===== config.mk =====
export PLATFORM = sky130hd
export DESIGN_NAME = cla_pipe_adder
export DESIGN_NICKNAME = d
export VERILOG_FILES = /design/src/rtl/cla_pipe_adder.sv
export SDC_FILE = /design/constraint.sdc
export NUM_CORES = 1
export LEC_CHECK = 0
export BUFFER_PORTS_ARGS = -buffer_cell sky130_fd_sc_hd__buf_2
export CAP_MARGIN = 40
export CORE_ASPECT_RATIO = 2
export CORE_MARGIN = 1
export CORE_UTILIZATION = 30
export CTS_CLUSTER_DIAMETER = 150
export CTS_CLUSTER_SIZE = 12
export DETAILED_ROUTE_END_ITERATION = 8
export PLACE_DENSITY = 0.56
export SYNTH_ARGS = -nofsm -noshare
export SYNTH_HDL_FRONTEND = slang
export SYNTH_SLANG_ARGS = --single-unit
export TNS_END_PERCENT = 100

===== constraint.sdc =====
create_clock -name clk -period 3.6 [get_ports clk]
set_clock_uncertainty 0.1 [all_clocks]
set_input_delay 0.36 -clock clk [delete_from_list [all_inputs] [get_ports clk]]
set_output_delay 0.36 -clock clk [all_outputs]
set_load 0.03 [all_outputs]

===== src/rtl/cla_pipe_adder.sv =====
`timescale 1ns/1ps
// Pipelined carry-lookahead adder/subtractor with valid/ready handshake on both sides.
// Group carries resolve across STAGES registered stages behind an input register; the pipeline stalls as a whole.
module cla_pipe_adder #(
    parameter int WIDTH  = 32,
    parameter int BLOCK  = 4,
    parameter int STAGES = 2
) (
    input  logic             clk,
    input  logic             reset,
    input  logic             in_valid,
    output logic             in_ready,
    input  logic [WIDTH-1:0] a,
    input  logic [WIDTH-1:0] b,
    input  logic             cin,
    input  logic             sub,
    output logic             out_valid,
    input  logic             out_ready,
    output logic [WIDTH-1:0] sum,
    output logic             cout,
    output logic             ovf,
    output logic             zero
);

    localparam int NG = WIDTH / BLOCK;

    generate
        if ((WIDTH % BLOCK) != 0 || STAGES < 1 || STAGES > NG) begin : g_param_check
            $error("cla_pipe_adder: WIDTH must be a multiple of BLOCK and 1 <= STAGES <= WIDTH/BLOCK");
        end
    endgenerate

    // Pipeline stage (1..STAGES) in which group k resolves its carry-in and sum bits.
    function automatic int group_stage(input int k);
        return 1 + (k * STAGES) / NG;
    endfunction

    function automatic logic group_gen(input logic [BLOCK-1:0] p, input logic [BLOCK-1:0] g);
        logic gg;
        gg = 1'b0;
        for (int i = 0; i < BLOCK; i++) begin
            gg = g[i] | (p[i] & gg);
        end
        return gg;
    endfunction

    logic                 en;
    logic [STAGES:0]      valid_reg;
    logic [WIDTH-1:0]     a_reg;
    logic [WIDTH-1:0]     bx_reg;
    logic                 c0_reg;

    logic [WIDTH-1:0]     p0;
    logic [WIDTH-1:0]     g0;
    logic [NG-1:0]        pg0;
    logic [NG-1:0]        gg0;

    logic [WIDTH-1:0]     p_reg  [1:STAGES];
    logic [WIDTH-1:0]     g_reg  [1:STAGES];
    logic [NG-1:0]        pg_reg [1:STAGES];
    logic [NG-1:0]        gg_reg [1:STAGES];
    logic [WIDTH-1:0]     s_reg  [1:STAGES];
    logic [STAGES:1]      c_reg;
    logic                 ovf_reg;
    logic                 zero_reg;

    logic [WIDTH-1:0]     src_p  [1:STAGES];
    logic [WIDTH-1:0]     src_g  [1:STAGES];
    logic [NG-1:0]        src_pg [1:STAGES];
    logic [NG-1:0]        src_gg [1:STAGES];
    logic [WIDTH-1:0]     src_s  [1:STAGES];
    logic [STAGES:1]      src_c;

    logic [WIDTH-1:0]     s_next [1:STAGES];
    logic [STAGES:1]      c_next;
    logic                 ovf_next;

    assign en        = out_ready | ~valid_reg[STAGES];
    assign in_ready  = en;
    assign out_valid = valid_reg[STAGES];
    assign sum       = s_reg[STAGES];
    assign cout      = c_reg[STAGES];
    assign ovf       = ovf_reg;
    assign zero      = zero_reg;

    assign p0 = a_reg ^ bx_reg;
    assign g0 = a_reg & bx_reg;

    genvar gi;
    generate
        for (gi = 0; gi < NG; gi++) begin : g_group
            assign pg0[gi] = &p0[gi*BLOCK +: BLOCK];
            assign gg0[gi] = group_gen(p0[gi*BLOCK +: BLOCK], g0[gi*BLOCK +: BLOCK]);
        end

        // Stage 1 works from the input register; later stages from their predecessor.
        for (gi = 1; gi <= STAGES; gi++) begin : g_src
            if (gi == 1) begin : g_first
                assign src_p[gi]  = p0;
                assign src_g[gi]  = g0;
                assign src_pg[gi] = pg0;
                assign src_gg[gi] = gg0;
                assign src_s[gi]  = '0;
                assign src_c[gi]  = c0_reg;
            end else begin : g_chain
                assign src_p[gi]  = p_reg[gi-1];
                assign src_g[gi]  = g_reg[gi-1];
                assign src_pg[gi] = pg_reg[gi-1];
                assign src_gg[gi] = gg_reg[gi-1];
                assign src_s[gi]  = s_reg[gi-1];
                assign src_c[gi]  = c_reg[gi-1];
            end
        end
    endgenerate

    always_comb begin
        logic [WIDTH-1:0] cur_s;
        logic             cur_c;
        logic             bit_c;
        logic             msb_c;
        cur_s  = '0;
        cur_c  = 1'b0;
        bit_c  = 1'b0;
        msb_c  = 1'b0;
        s_next = src_s;
        c_next = src_c;
        for (int s = 1; s <= STAGES; s++) begin
            cur_s = src_s[s];
            cur_c = src_c[s];
            for (int k = 0; k < NG; k++) begin
                if (group_stage(k) == s) begin
                    bit_c = cur_c;
                    for (int i = 0; i < BLOCK; i++) begin
                        // The last group always lands in the final stage, so the MSB carry-in is final here.
                        if (k * BLOCK + i == WIDTH - 1) msb_c = bit_c;
                        cur_s[k*BLOCK+i] = src_p[s][k*BLOCK+i] ^ bit_c;
                        bit_c = src_g[s][k*BLOCK+i] | (src_p[s][k*BLOCK+i] & bit_c);
                    end
                    cur_c = src_gg[s][k] | (src_pg[s][k] & cur_c);
                end
            end
            s_next[s] = cur_s;
            c_next[s] = cur_c;
        end
        ovf_next = msb_c ^ c_next[STAGES];
    end

    always_ff @(posedge clk) begin
        if (!reset) begin
            valid_reg <= '0;
            a_reg     <= '0;
            bx_reg    <= '0;
            c0_reg    <= 1'b0;
            c_reg     <= '0;
            ovf_reg   <= 1'b0;
            zero_reg  <= 1'b0;
            for (int s = 1; s <= STAGES; s++) begin
                p_reg[s]  <= '0;
                g_reg[s]  <= '0;
                pg_reg[s] <= '0;
                gg_reg[s] <= '0;
                s_reg[s]  <= '0;
            end
        end else if (en) begin
            valid_reg <= {valid_reg[STAGES-1:0], in_valid};
            a_reg     <= a;
            bx_reg    <= sub ? ~b : b;
            c0_reg    <= sub | cin;
            c_reg     <= c_next;
            ovf_reg   <= ovf_next;
            zero_reg  <= ~|s_next[STAGES];
            for (int s = 1; s <= STAGES; s++) begin
                p_reg[s]  <= src_p[s];
                g_reg[s]  <= src_g[s];
                pg_reg[s] <= src_pg[s];
                gg_reg[s] <= src_gg[s];
                s_reg[s]  <= s_next[s];
            end
        end
    end

endmodule

==> Word-level counts from Yosys, hierarchy flattened <==
Memories as Yosys holds them, arrays and structs flattened.
Cells that the tools add are included.
{ "word_totals": {"reg_bits": 72, "mem_bits_rw": 224, "in_bits": 70, "out_inout_bits": 37, "n_memories": 5} }
{ "op_classes": {"mux": 15, "n_bitwise": 161, "reduce_logical": 10} }
{ "mem_list": {"columns": ["name", "words", "word_bits", "read_ports", "rd_ports_with_merged_regs", "wr", "line", "text"], "rows": [
  ["g_reg", 2, 32, 1, 0, 2, "59", "logic [WIDTH-1:0] g_reg [1:STAGES];"],
  ["p_reg", 2, 32, 1, 0, 2, "58", "logic [WIDTH-1:0] p_reg [1:STAGES];"],
  ["s_reg", 2, 32, 2, 0, 2, "62", "logic [WIDTH-1:0] s_reg [1:STAGES];"],
  ["gg_reg", 2, 8, 1, 0, 2, "61", "logic [NG-1:0] gg_reg [1:STAGES];"],
  ["pg_reg", 2, 8, 1, 0, 2, "60", "logic [NG-1:0] pg_reg [1:STAGES];"]
]} }
{ "op_table": {"columns": ["cell", "n"], "rows": [
  ["$mux W32", 7],
  ["$or A1 B1 Y1", 68],
  ["$and A1 B1 Y1", 56],
  ["$xor A1 B1 Y1", 33],
  ["$and A32 B32 Y32", 1],
  ["$mux W8", 4],
  ["$not A32 Y32", 1],
  ["$reduce_and A4 Y1", 8],
  ["$reduce_or A32 Y1", 1],
  ["$xor A32 B32 Y32", 1],
  ["$mux W1", 4],
  ["$logic_not A1 Y1", 1],
  ["$not A1 Y1", 1]
]} }

==> Longest topological paths before layout <==
Gate-level depths: netlist of run 1.
{ "depth": {"word_depth": 20, "ltp_mapped": 11, "ltp_nobuf": 11} }

==> Least setup slack after synthesis of run 1 <==
OpenSTA, ideal clock, no wires.
{ "synth_path": {"kind": "register to register", "from": "register valid_reg[2]", "to": "memory g_reg[1][16] (enable)", "setup_ns": 0.819, "t_arrival_ns": 2.576, "slack_ns": 0.105, "path_stages_with_launch": 5, "n_path_buf": 2, "synth_period_minus_slack_ns": 3.495, "path_cell_list": "dfxtp_1 nor2b_1 clkbuf_1 clkbuf_1 nand2_1"} }
{ "synth_lines": {"columns": ["item", "line", "text"], "rows": [
  ["start, declared", "48", "logic [STAGES:0] valid_reg;"],
  ["start signal, assigned", "165", "valid_reg <= {valid_reg[STAGES-1:0], in_valid};"],
  ["end, declared", "59", null]
]} }

==> results of run 1 <==
-- layer usage --
metal	GRT usage	up-vias	wire length (µm)
met5	0	-	0
li1	-	2433	-
met4	0.06624	0	378
met2	0.2396	83	8334
met3	0.02597	18	575
met1	0.1442	2221	6167
-- layout by cell type, fill, tap and decap left out, drive strengths merged, types with 3 or more instances in the layout --
| master | instances |
|---|---|
| buf | 113 |
| nand2 | 106 |
| edfxtp | 84 |
| dfxtp | 72 |
| and3 | 68 |
| ha | 44 |
| xnor2 | 37 |
| a21boi | 34 |
| o211a | 32 |
| nor2 | 19 |
| clkbuf | 17 |
| a21o | 14 |
| fa | 12 |
| a21oi | 9 |
| inv | 9 |
| or2 | 8 |
| o21ai | 8 |
| nor4 | 6 |
| and4 | 5 |
| clkinvlp | 5 |
| xor2 | 4 |
| clkinv | 4 |
| nand4 | 3 |
-- worst reg2reg max path, cell delays in order, from the launching register on --
cell and delay, ns:
sky130_fd_sc_hd__dfxtp_1 0.33, sky130_fd_sc_hd__ha_1 0.31, sky130_fd_sc_hd__a211oi_2 0.21, sky130_fd_sc_hd__nor2_1 0.09, sky130_fd_sc_hd__o31ai_1 0.24, sky130_fd_sc_hd__buf_4 0.16, sky130_fd_sc_hd__nand2b_1 0.06, sky130_fd_sc_hd__a221o_1 0.35
sky130_fd_sc_hd__fa_2 0.36, sky130_fd_sc_hd__fa_2 0.34, sky130_fd_sc_hd__fa_1 0.43, sky130_fd_sc_hd__and3_1 0.17
-- area by class of cell --
class	instances	area share
Timing Repair Buffer	113	0.07179
Sequential cell	156	0.4567
Tap cell	287	0.04137
Clock buffer	17	0.04901
Clock inverter	15	0.01888
Multi-Input combinational cell	426	0.3598
Inverter	5	0.002451
-- path summary, 6_finish.rpt --
path | to | slack, ns
setup / recovery | s_reg[1][10] | 0.21
hold / removal | a_reg[8] | 0.07
setup reg to reg | s_reg[1][10] | 0.21
hold reg to reg | zero | 0.37
-- through the flow --
step,std cells,hold slack (ns),cell area (µm²),util
after global routing,1019,0.06694,8680,0.3643
final,1019,0.07482,8680,0.3643
after global placement,985,0.3461,8040,0.3375
after CTS,1019,0.05503,8670,0.3639
after detailed placement,987,0.3606,8080,0.3392
after floorplan,630,0.3406,7252,-
-- logic make-up (layout without fill, tap and decap cells) --
logic type | Yosys count | count (layout)
buffers and inverters | 48 | 150
flip-flops | 156 | 156
XOR/XNOR | 41 | 41
AO/OA/AOI/OAI | 107 | 107
AND/OR/NAND/NOR | 222 | 222
adder cells (fa/ha/maj) | 56 | 56
-- cells in the mapped netlist (9+ instances only) --
master	count
sky130_fd_sc_hd__a21boi_0	34
sky130_fd_sc_hd__a21o_1	14
sky130_fd_sc_hd__a21oi_1	9
sky130_fd_sc_hd__and3_1	67
sky130_fd_sc_hd__clkbuf_1	31
sky130_fd_sc_hd__dfxtp_1	72
sky130_fd_sc_hd__edfxtp_1	84
sky130_fd_sc_hd__fa_1	12
sky130_fd_sc_hd__ha_1	44
sky130_fd_sc_hd__nand2_1	105
sky130_fd_sc_hd__nor2_1	19
sky130_fd_sc_hd__o211a_1	32
sky130_fd_sc_hd__xnor2_1	37
-- power by group through the flow --
stage | clock network, µW | registers, µW | logic (µW)
2_1_floorplan | 0 | 2190 | 306
5_1_grt | 1890 | 2120 | 617
3_5_place_dp | 0 | 2150 | 558
3_3_place_gp | 0 | 2150 | 549
6_report | 1780 | 2110 | 549
4_1_cts | 1830 | 2110 | 561
-- what timing repair did --
action | 4_1_cts | 5_1_grt
gates resized for setup | 0 | 3
endpoints found under the setup margin | 0 | 2
endpoints found under the hold margin | 0 | 0
==> results.sh, run 1 <==
export IMPL_run_status="finished with violations"
export IMPL_failed_checks="design-rule violations"
export IMPL_post_route_cells_drive_above_1_share=0.2213
export IMPL_totalWireLength_um=15460
export IMPL_numCtsBuffers=17
export IMPL_muxShareOfSynthArea=0
export IMPL_largest_reg_flops=48
export IMPL_setup_total_negative_slack_ns=0
export IMPL_synth_yosys_warnings=0
export IMPL_report_final_slew_viol_count=0
export IMPL_path_delay_family="adder cells"
export IMPL_dr_total_vias=4755
export IMPL_startpoint_type="flop"
export IMPL_fp_coreArea_um2=23820
export IMPL_crit_type="reg -> reg"
export IMPL_post_route_drc_count=6
export IMPL_drv_max_cap_violation_count=0
export IMPL_finalHoldViolCount=0
export IMPL_overall_die_width_um=111.9
export IMPL_groute_usage_overall=0.1320
export IMPL_rr_worst_depth=11
export IMPL_die_area_um2=24840
export IMPL_worstReg2RegStart="a_reg[0]"
export IMPL_synth_area_leader_cell="sky130_fd_sc_hd__edfxtp_1"
export IMPL_crit_arrival_ns=3.48
export IMPL_cellLeakagePower_uw=0.004386
export IMPL_num_antenna_cells=0
export IMPL_max_slew_margin_rel=0.5299
export IMPL_placement_setup_worst_slack_ns=0.1311
export IMPL_critical_path_max_stage_delay_ns=0.43
export IMPL_syn_area_um2=7252
export IMPL_power_share_sequential=0.475
export IMPL_cp_slowest_cell="sky130_fd_sc_hd__fa_1"
export IMPL_p_total_uw=4433
export IMPL_switching_share=0.2569
export IMPL_grt_antenna_before_repair=0
export IMPL_crit_chain="ha_1 -> a211oi_2 -> nor2_1 -> o31ai_1 -> buf_4 -> nand2b_1 -> a221o_1 -> fa_2 -> fa_2 -> fa_1 -> and3_1"
export IMPL_max_vdd_ir_drop_mv=0.2573
export IMPL_synthXorXnorAreaFrac=0.04952
export IMPL_gp_routability_congestion=0.7298
export IMPL_path_common_cell="sky130_fd_sc_hd__fa_2"
export IMPL_tritoncts="built"
export IMPL_postSynth_asyncResetShare=0
export IMPL_grt_pass1_wl_um=24850
export IMPL_multiInputGateArea_um2=3123
export IMPL_clock_latency_ns=0.43
export IMPL_setup_violations_final=0
export IMPL_pwr_share_comb=0.124
export IMPL_netlist_cell_type_count=37
export IMPL_portion_of_total_power_attributed_to_the_clock_network=0.401
export IMPL_num_rows=80
export IMPL_drt_pass1_iterations=6
export IMPL_cts_post_setup_buffers_inserted=0
export IMPL_htreeDepth=4
export IMPL_routed_via_density=4.666
export IMPL_synth_simple_gate_area_frac=0.1513
export IMPL_cts_num_sinks=156
export IMPL_mappedNetlistNets=756
export IMPL_clockBufferDepth=2
export IMPL_synth_edff_count=84
export IMPL_ctsRootBufferMaster="sky130_fd_sc_hd__clkbuf_16"
export IMPL_ant_nets=0
export IMPL_detailed_place_hpwl_um=11040
export IMPL_syn_avg_cell_area_um2=11.51
export IMPL_cp_required_ns=3.68
export IMPL_maximum_number_of_pins_on_one_net_before_global_route_repair=115
export IMPL_synthesis_instances=630
export IMPL_synth_adder_area_share=0.1090
export IMPL_synth_yosys_seq_area_share=0.5466
export IMPL_port_buffers=106
export IMPL_worst_path_buf_inv=1
export IMPL_cp_max_fo=3
export IMPL_p_sw_uw=1139
export IMPL_worstHoldPathType="in -> reg"
export IMPL_min_delay_path_depth=3
export IMPL_post_cts_hold_buffer_count=0
export IMPL_filler_cell_count=2405
export IMPL_finalWorstSetupSlack_ns=0.2059
export IMPL_fmax_mhz=294.6
export IMPL_pwr_density_cell_nw_per_um2=510.7
export IMPL_critical_path_endpoint_type="flop"
export IMPL_synth_ff_type="sky130_fd_sc_hd__edfxtp_1"
export IMPL_globalRouteOverflowTotal=0
export IMPL_post_drt_wl_per_cell_um=15.17
export IMPL_cell_internal_pwr_uw=3294
export IMPL_post_synth_top_area_fraction=0.3478
export IMPL_crit_cells=11
export IMPL_area_delta_synth_final_pct=19.69
export IMPL_die_h_um=221.9
export IMPL_finalCritPeriodShare=0.9428
export IMPL_dr_first_iter_drc_count=262
export IMPL_worst_slew_pin_slew_ns=0.7051
export IMPL_synth_top_family_by_area="simple AND/OR/NAND/NOR gates"
export IMPL_worstHoldStart="a[8]"
export IMPL_timing_critical_path_from="a_reg[0]"
export IMPL_period_minus_slack_ns=3.394
export IMPL_top_level_ports=107
export IMPL_clkTransAtPathRegs_ns=0.07
export IMPL_synth_area_leaders="sky130_fd_sc_hd__edfxtp_1, sky130_fd_sc_hd__dfxtp_1, sky130_fd_sc_hd__ha_1, sky130_fd_sc_hd__and3_1, sky130_fd_sc_hd__nand2_1"
export IMPL_initial_utilization=0.3044
export IMPL_synth_seq_cells=156
export IMPL_grt_setup_unrepaired="false"
export IMPL_synth_compound_gate_area_share=0.1173
export IMPL_final_net_count=845
export IMPL_via_count_of_the_first_global_routing_pass=4779
export IMPL_seq_area_um2=3964
Power figures use the tool's default switching activity.
==> run 2: changes to the inputs <==
Settings changed: PLACE_DENSITY 0.56 to 0.58.
Clock period 3.6 ns to 2.9 ns, I/O delays scaled along.
==> results.sh, run 2 (synthesized netlist as in run 1, its figures left out) <==
export IMPL_run_status="finished with violations"
export IMPL_failed_checks="design-rule violations, negative setup slack"
export IMPL_htreeDepth=4
export IMPL_placed_cells=1015
export IMPL_totalWireLength_um=15870
export IMPL_cellLeakagePower_uw=0.004567
export IMPL_num_antenna_cells=0
export IMPL_initial_utilization=0.3044
export IMPL_finalWorstSetupSlack_ns=-0.2906
export IMPL_num_rows=80
export IMPL_filler_cell_count=2382
export IMPL_drt_pass1_iterations=8
export IMPL_die_h_um=221.9
export IMPL_setup_violations_final=5
export IMPL_final_net_count=883
export IMPL_cp_required_ns=2.98
export IMPL_ctsRootBufferMaster="sky130_fd_sc_hd__clkbuf_16"
export IMPL_fp_coreArea_um2=23820
export IMPL_critical_path_endpoint_type="flop"
export IMPL_clkTransAtPathRegs_ns=0.06
export IMPL_port_buffers=106
export IMPL_cts_num_sinks=156
export IMPL_grt_pass1_wl_um=25010
export IMPL_worstHoldPathType="in -> reg"
export IMPL_via_count_of_the_first_global_routing_pass=5057
export IMPL_max_slew_margin_rel=0.6173
export IMPL_cp_max_fo=2
export IMPL_crit_type="reg -> reg"
export IMPL_worst_slew_pin_slew_ns=0.5740
export IMPL_clockBufferDepth=2
export IMPL_area_delta_synth_final_pct=26.98
export IMPL_maximum_number_of_pins_on_one_net_before_global_route_repair=116
export IMPL_finalHoldViolCount=0
export IMPL_drv_max_cap_violation_count=0
export IMPL_largest_reg_flops=48
export IMPL_finalCritPeriodShare=1.100
export IMPL_fin_util=0.3866
export IMPL_routed_via_density=4.667
export IMPL_pwr_density_cell_nw_per_um2=620.0
export IMPL_gp_routability_congestion=0.7836
export IMPL_crit_arrival_ns=3.27
export IMPL_grt_antenna_before_repair=0
export IMPL_cp_endpoint="s_reg[1][10]"
export IMPL_post_route_drc_count=5
export IMPL_die_area_um2=24840
export IMPL_tritoncts="built"
export IMPL_leading_cell_type_in_the_layout_fill_and_taps_excluded="sky130_fd_sc_hd__buf_2"
export IMPL_worstReg2RegStart="bx_reg[0]"
export IMPL_dr_total_vias=4933
export IMPL_top_level_ports=107
export IMPL_ant_nets=0
export IMPL_timing_critical_path_from="bx_reg[0]"
export IMPL_clock_latency_ns=0.43
export IMPL_timing_reg2reg_setup_slack_ns=-0.29
export IMPL_numCtsBuffers=17
export IMPL_period_minus_slack_ns=3.191
export IMPL_groute_usage_overall=0.1319
export IMPL_report_final_slew_viol_count=0
export IMPL_post_drt_wl_per_cell_um=15.02
export IMPL_globalRouteOverflowTotal=0
export IMPL_startpoint_type="flop"
export IMPL_dr_first_iter_drc_count=208
export IMPL_fmax_mhz=313.4
export IMPL_max_vdd_ir_drop_mv=0.3851
export IMPL_overall_die_width_um=111.9
export IMPL_most_frequent_cells_in_the_layout="sky130_fd_sc_hd__buf_2, sky130_fd_sc_hd__nand2_1, sky130_fd_sc_hd__edfxtp_1, sky130_fd_sc_hd__and3_1, sky130_fd_sc_hd__dfxtp_1"
export IMPL_post_route_cells_drive_above_1_share=0.2831
export IMPL_detailed_place_hpwl_um=11460
export IMPL_grt_setup_unrepaired="true"
export IMPL_post_layout_nonfiller_instances=1057
export IMPL_rr_endpoint="s_reg[1][10]"
export IMPL_rr_worst_depth=11
==> run 2: cell count changes in the layout (fill, tap and decap cells not counted), sizes merged <==
cell         change
clkinvlp         -3
buf             +30
inv              -3
dlygate4sd3      +8
clkinv           +2
bufinv           +2
clkbuf           +2
==> run 2: how the worst min path moves through the flow <==
| stage | start | endpoint | slack, ns | cells past startpoint |
|---|---|---|---|---|
| floorplan | a[0] | a_reg[0] | 0.33 | 2 |
| global route | a[15] | a_reg[15] | 0.02 | 3 |
| global placement | zero | zero | 0.35 | 2 |
| detailed placement | valid_reg[1] | valid_reg[2] | 0.35 | 1 |
| CTS | a[5] | a_reg[5] | 0.0004 | 3 |
| finish | a[24] | a_reg[24] | 0.02 | 3 |
==> run 2: what timing repair did <==
action,in CTS,in global routing
pin swaps,9,18
buffers inserted,1,3
hold endpoints to repair,8,0
resized for setup,16,20
hold buffers,8,0
endpoints found under the setup margin,7,8
==> run 2: final cells by class <==
class,count,area [µm²],area share
sequential,156,3976,0.4318
tap,287,359.1,0.03899
multi-input combinational,426,3322,0.3607
clock inverter,13,171.4,0.01861
timing repair buffer,151,915.9,0.09946
clock buffer,19,442.9,0.04810
inverter,5,21.27,0.002310
==> run 2: per-layer routing <==
metal | vias to the layer above | GRT usage | wire (µm)
met5 | - | 0 | 0
met1 | 2338 | 0.1359 | 6362
li1 | 2507 | - | -
met3 | 8 | 0.02378 | 363
met2 | 80 | 0.2539 | 8969
met4 | 0 | 0.05806 | 176
==> run 2: critical path: stages (launching register included) <==
cell and delay (ns):
sky130_fd_sc_hd__dfxtp_2 0.34, sky130_fd_sc_hd__ha_4 0.23, sky130_fd_sc_hd__a211oi_2 0.19, sky130_fd_sc_hd__nor2_2 0.07, sky130_fd_sc_hd__o31ai_1 0.19, sky130_fd_sc_hd__buf_4 0.16, sky130_fd_sc_hd__nand2b_1 0.06, sky130_fd_sc_hd__a221o_1 0.32
sky130_fd_sc_hd__fa_2 0.35, sky130_fd_sc_hd__fa_2 0.34, sky130_fd_sc_hd__fa_2 0.41, sky130_fd_sc_hd__and3_4 0.17
==> run 2: per-stage QoR <==
stage | worst slack, ns | area [µm²] | total power, µW | setup TNS (ns) | hold slack, ns
3_5_place_dp | -0.4513 | 8307 | 3405 | -1.868 | 0.3549
5_1_grt | -0.3536 | 9209 | 5956 | -1.349 | 0.01828
6_report | -0.2906 | 9209 | 5709 | -0.8556 | 0.02054
4_1_cts | -0.2998 | 9094 | 5756 | -0.9520 | 0.0003635
2_1_floorplan | -0.1561 | 7283 | 3108 | -0.5889 | 0.3299
3_3_place_gp | -0.3554 | 8307 | 3395 | -1.583 | 0.3473
==> run 2: where the power goes <==
group / switching, µW / total [µW] / leakage [µW] / internal (µW)
Sequential: 95.5 / 2610 / 0.00160 / 2520
Combinational: 420 / 792 / 0.00267 / 371
Clock: 853 / 2300 / 0.000291 / 1450
==> run 3: changes to the inputs <==
==> constraint.sdc (replaced) <==
create_clock -name clk -period 2.9 [get_ports clk]
set_clock_uncertainty 0.1 [all_clocks]
set_input_delay 0 -clock clk [delete_from_list [all_inputs] [get_ports clk]]
set_output_delay 0 -clock clk [all_outputs]
set_load 0.03 [all_outputs]
==> results.sh, run 3 (synthesized netlist as in run 1, its figures left out) <==
export IMPL_run_status="finished with violations"
export IMPL_failed_checks="design-rule violations, negative setup slack"
export IMPL_largest_reg_flops=48
export IMPL_post_layout_nonfiller_instances=1115
export IMPL_numCtsBuffers=17
export IMPL_critical_path_endpoint_type="flop"
export IMPL_clock_latency_ns=0.42
export IMPL_fp_coreArea_um2=23820
export IMPL_grt_antenna_before_repair=0
export IMPL_leading_cell_type_in_the_layout_fill_and_taps_excluded="sky130_fd_sc_hd__buf_2"
export IMPL_dr_first_iter_drc_count=206
export IMPL_post_route_cells_drive_above_1_share=0.2440
export IMPL_most_frequent_cells_in_the_layout="sky130_fd_sc_hd__buf_2, sky130_fd_sc_hd__nand2_1, sky130_fd_sc_hd__edfxtp_1, sky130_fd_sc_hd__dlygate4sd3_1, sky130_fd_sc_hd__dfxtp_1"
export IMPL_globalRouteOverflowTotal=0
export IMPL_maximum_number_of_pins_on_one_net_before_global_route_repair=76
export IMPL_pwr_density_cell_nw_per_um2=582.5
export IMPL_finalCritPeriodShare=1.097
export IMPL_final_net_count=941
export IMPL_cellLeakagePower_uw=0.004825
export IMPL_top_level_ports=107
export IMPL_grt_setup_unrepaired="true"
export IMPL_finalWorstSetupSlack_ns=-0.2824
export IMPL_report_final_slew_viol_count=0
export IMPL_placed_cells=1013
export IMPL_via_count_of_the_first_global_routing_pass=5246
export IMPL_max_slew_margin_rel=0.5835
export IMPL_clockBufferDepth=2
export IMPL_routed_via_density=4.644
export IMPL_setup_total_negative_slack_ns=-0.9761
export IMPL_setup_violations_final=4
export IMPL_cp_slowest_cell="sky130_fd_sc_hd__fa_2"
export IMPL_crit_type="reg -> reg"
export IMPL_detailed_place_hpwl_um=11570
export IMPL_drv_max_cap_violation_count=0
export IMPL_num_antenna_cells=0
export IMPL_initial_utilization=0.3044
export IMPL_cp_required_ns=2.98
export IMPL_worst_slew_pin_slew_ns=0.6247
export IMPL_fin_area_um2=9794
export IMPL_max_vdd_ir_drop_mv=0.4401
export IMPL_tritoncts="built"
export IMPL_htreeDepth=4
export IMPL_overall_die_width_um=111.9
export IMPL_groute_usage_overall=0.1396
export IMPL_worstHoldPathType="in -> reg"
export IMPL_cts_num_sinks=156
export IMPL_post_route_drc_count=5
export IMPL_port_buffers=106
export IMPL_grt_pass1_wl_um=26440
export IMPL_path_common_cell="sky130_fd_sc_hd__fa_2"
export IMPL_startpoint_type="flop"
export IMPL_cp_max_fo=2
export IMPL_crit_arrival_ns=3.26
export IMPL_fmax_mhz=314.2
export IMPL_cts_post_setup_buffers_inserted=0
export IMPL_crit_chain="ha_4 -> a211oi_2 -> nor2_1 -> o31ai_1 -> buf_4 -> nand2b_1 -> a221o_1 -> fa_2 -> fa_2 -> fa_2 -> and3_1"
export IMPL_post_drt_wl_per_cell_um=14.80
export IMPL_place_area_um2=8337
export IMPL_totalWireLength_um=16510
export IMPL_ant_nets=0
export IMPL_dr_total_vias=5178
export IMPL_area_delta_synth_final_pct=35.06
export IMPL_finalHoldViolCount=0
export IMPL_critical_path_max_stage_delay_ns=0.40
export IMPL_num_rows=80
export IMPL_drt_pass1_iterations=8
export IMPL_ctsRootBufferMaster="sky130_fd_sc_hd__clkbuf_16"
export IMPL_die_h_um=221.9
export IMPL_period_minus_slack_ns=3.182
export IMPL_gp_routability_congestion=0.7919
export IMPL_clkTransAtPathRegs_ns=0.06
export IMPL_die_area_um2=24840
-- run 3: cell types whose count changed in the layout (fill, tap and decap cells not counted), sizes merged --
cell         previous run  this run
dlygate4sd3             8        71
buf                   143       138
clkinv                  6         2
clkbuf                 19        22
clkinvlp                2         4
bufinv                  4         3
-- run 3: layout make-up --
cell class,instances,area (µm²)
fillers,2269,14030
well taps,287,359.1
repair buffers,209,1554
inverters,5,21.27
clock buffers,22,454.2
flip-flops and latches,156,3968
clock inverters,10,138.9
multi-input cells,426,3299
-- run 3: metrics by stage --
step	power [µW]	setup WS (ns)	hold WS, ns	utilization
2_1_floorplan	3108	-0.1561	0.03987	-
3_3_place_gp	3395	-0.3274	0.1576	0.3488
3_5_place_dp	3415	-0.3528	0.1536	0.3499
4_1_cts	5762	-0.2984	0.0004540	0.4099
5_1_grt	5941	-0.4289	0.04386	0.4111
6_report	5706	-0.2824	0.01869	0.4111
-- run 3: worst max-delay path: cells and delay by family (launching register included) --
kind	cells	cell delay, ns
and+or+nand+nor	3	0.29
adders and majority gates	4	1.33
DFF	1	0.34
AOI/OAI and AO/OA	3	0.72
buffers and inverters	1	0.16
-- run 3: timing repair --
action,in CTS,in global routing
hold buffers,71,0
hold endpoints to repair,66,0
gates resized for setup,23,4
setup endpoints to repair,7,8
pin swaps,20,10
-- run 3: where the power goes --
part           internal, µW  switching (µW)
registers              2520            97.2
clock network          1370             846
logic                   431             438
total                  4320            1380
-- run 3: final timing paths --
kind	from	to	slack (ns)	depth (start not counted)
worst max-delay path	bx_reg[0]	s_reg[1][10]	-0.28	11
worst min-delay path	reset	a_reg[22]	0.02	2
worst max register to register	bx_reg[0]	s_reg[1][10]	-0.28	11
worst min register to register	zero	zero	0.35	2
-- run 3: routing by layer --
layer,track usage,routed length [µm]
met5,0,0
met4,0.06280,372
met3,0.02788,480
met2,0.2673,9261
met1,0.1429,6393
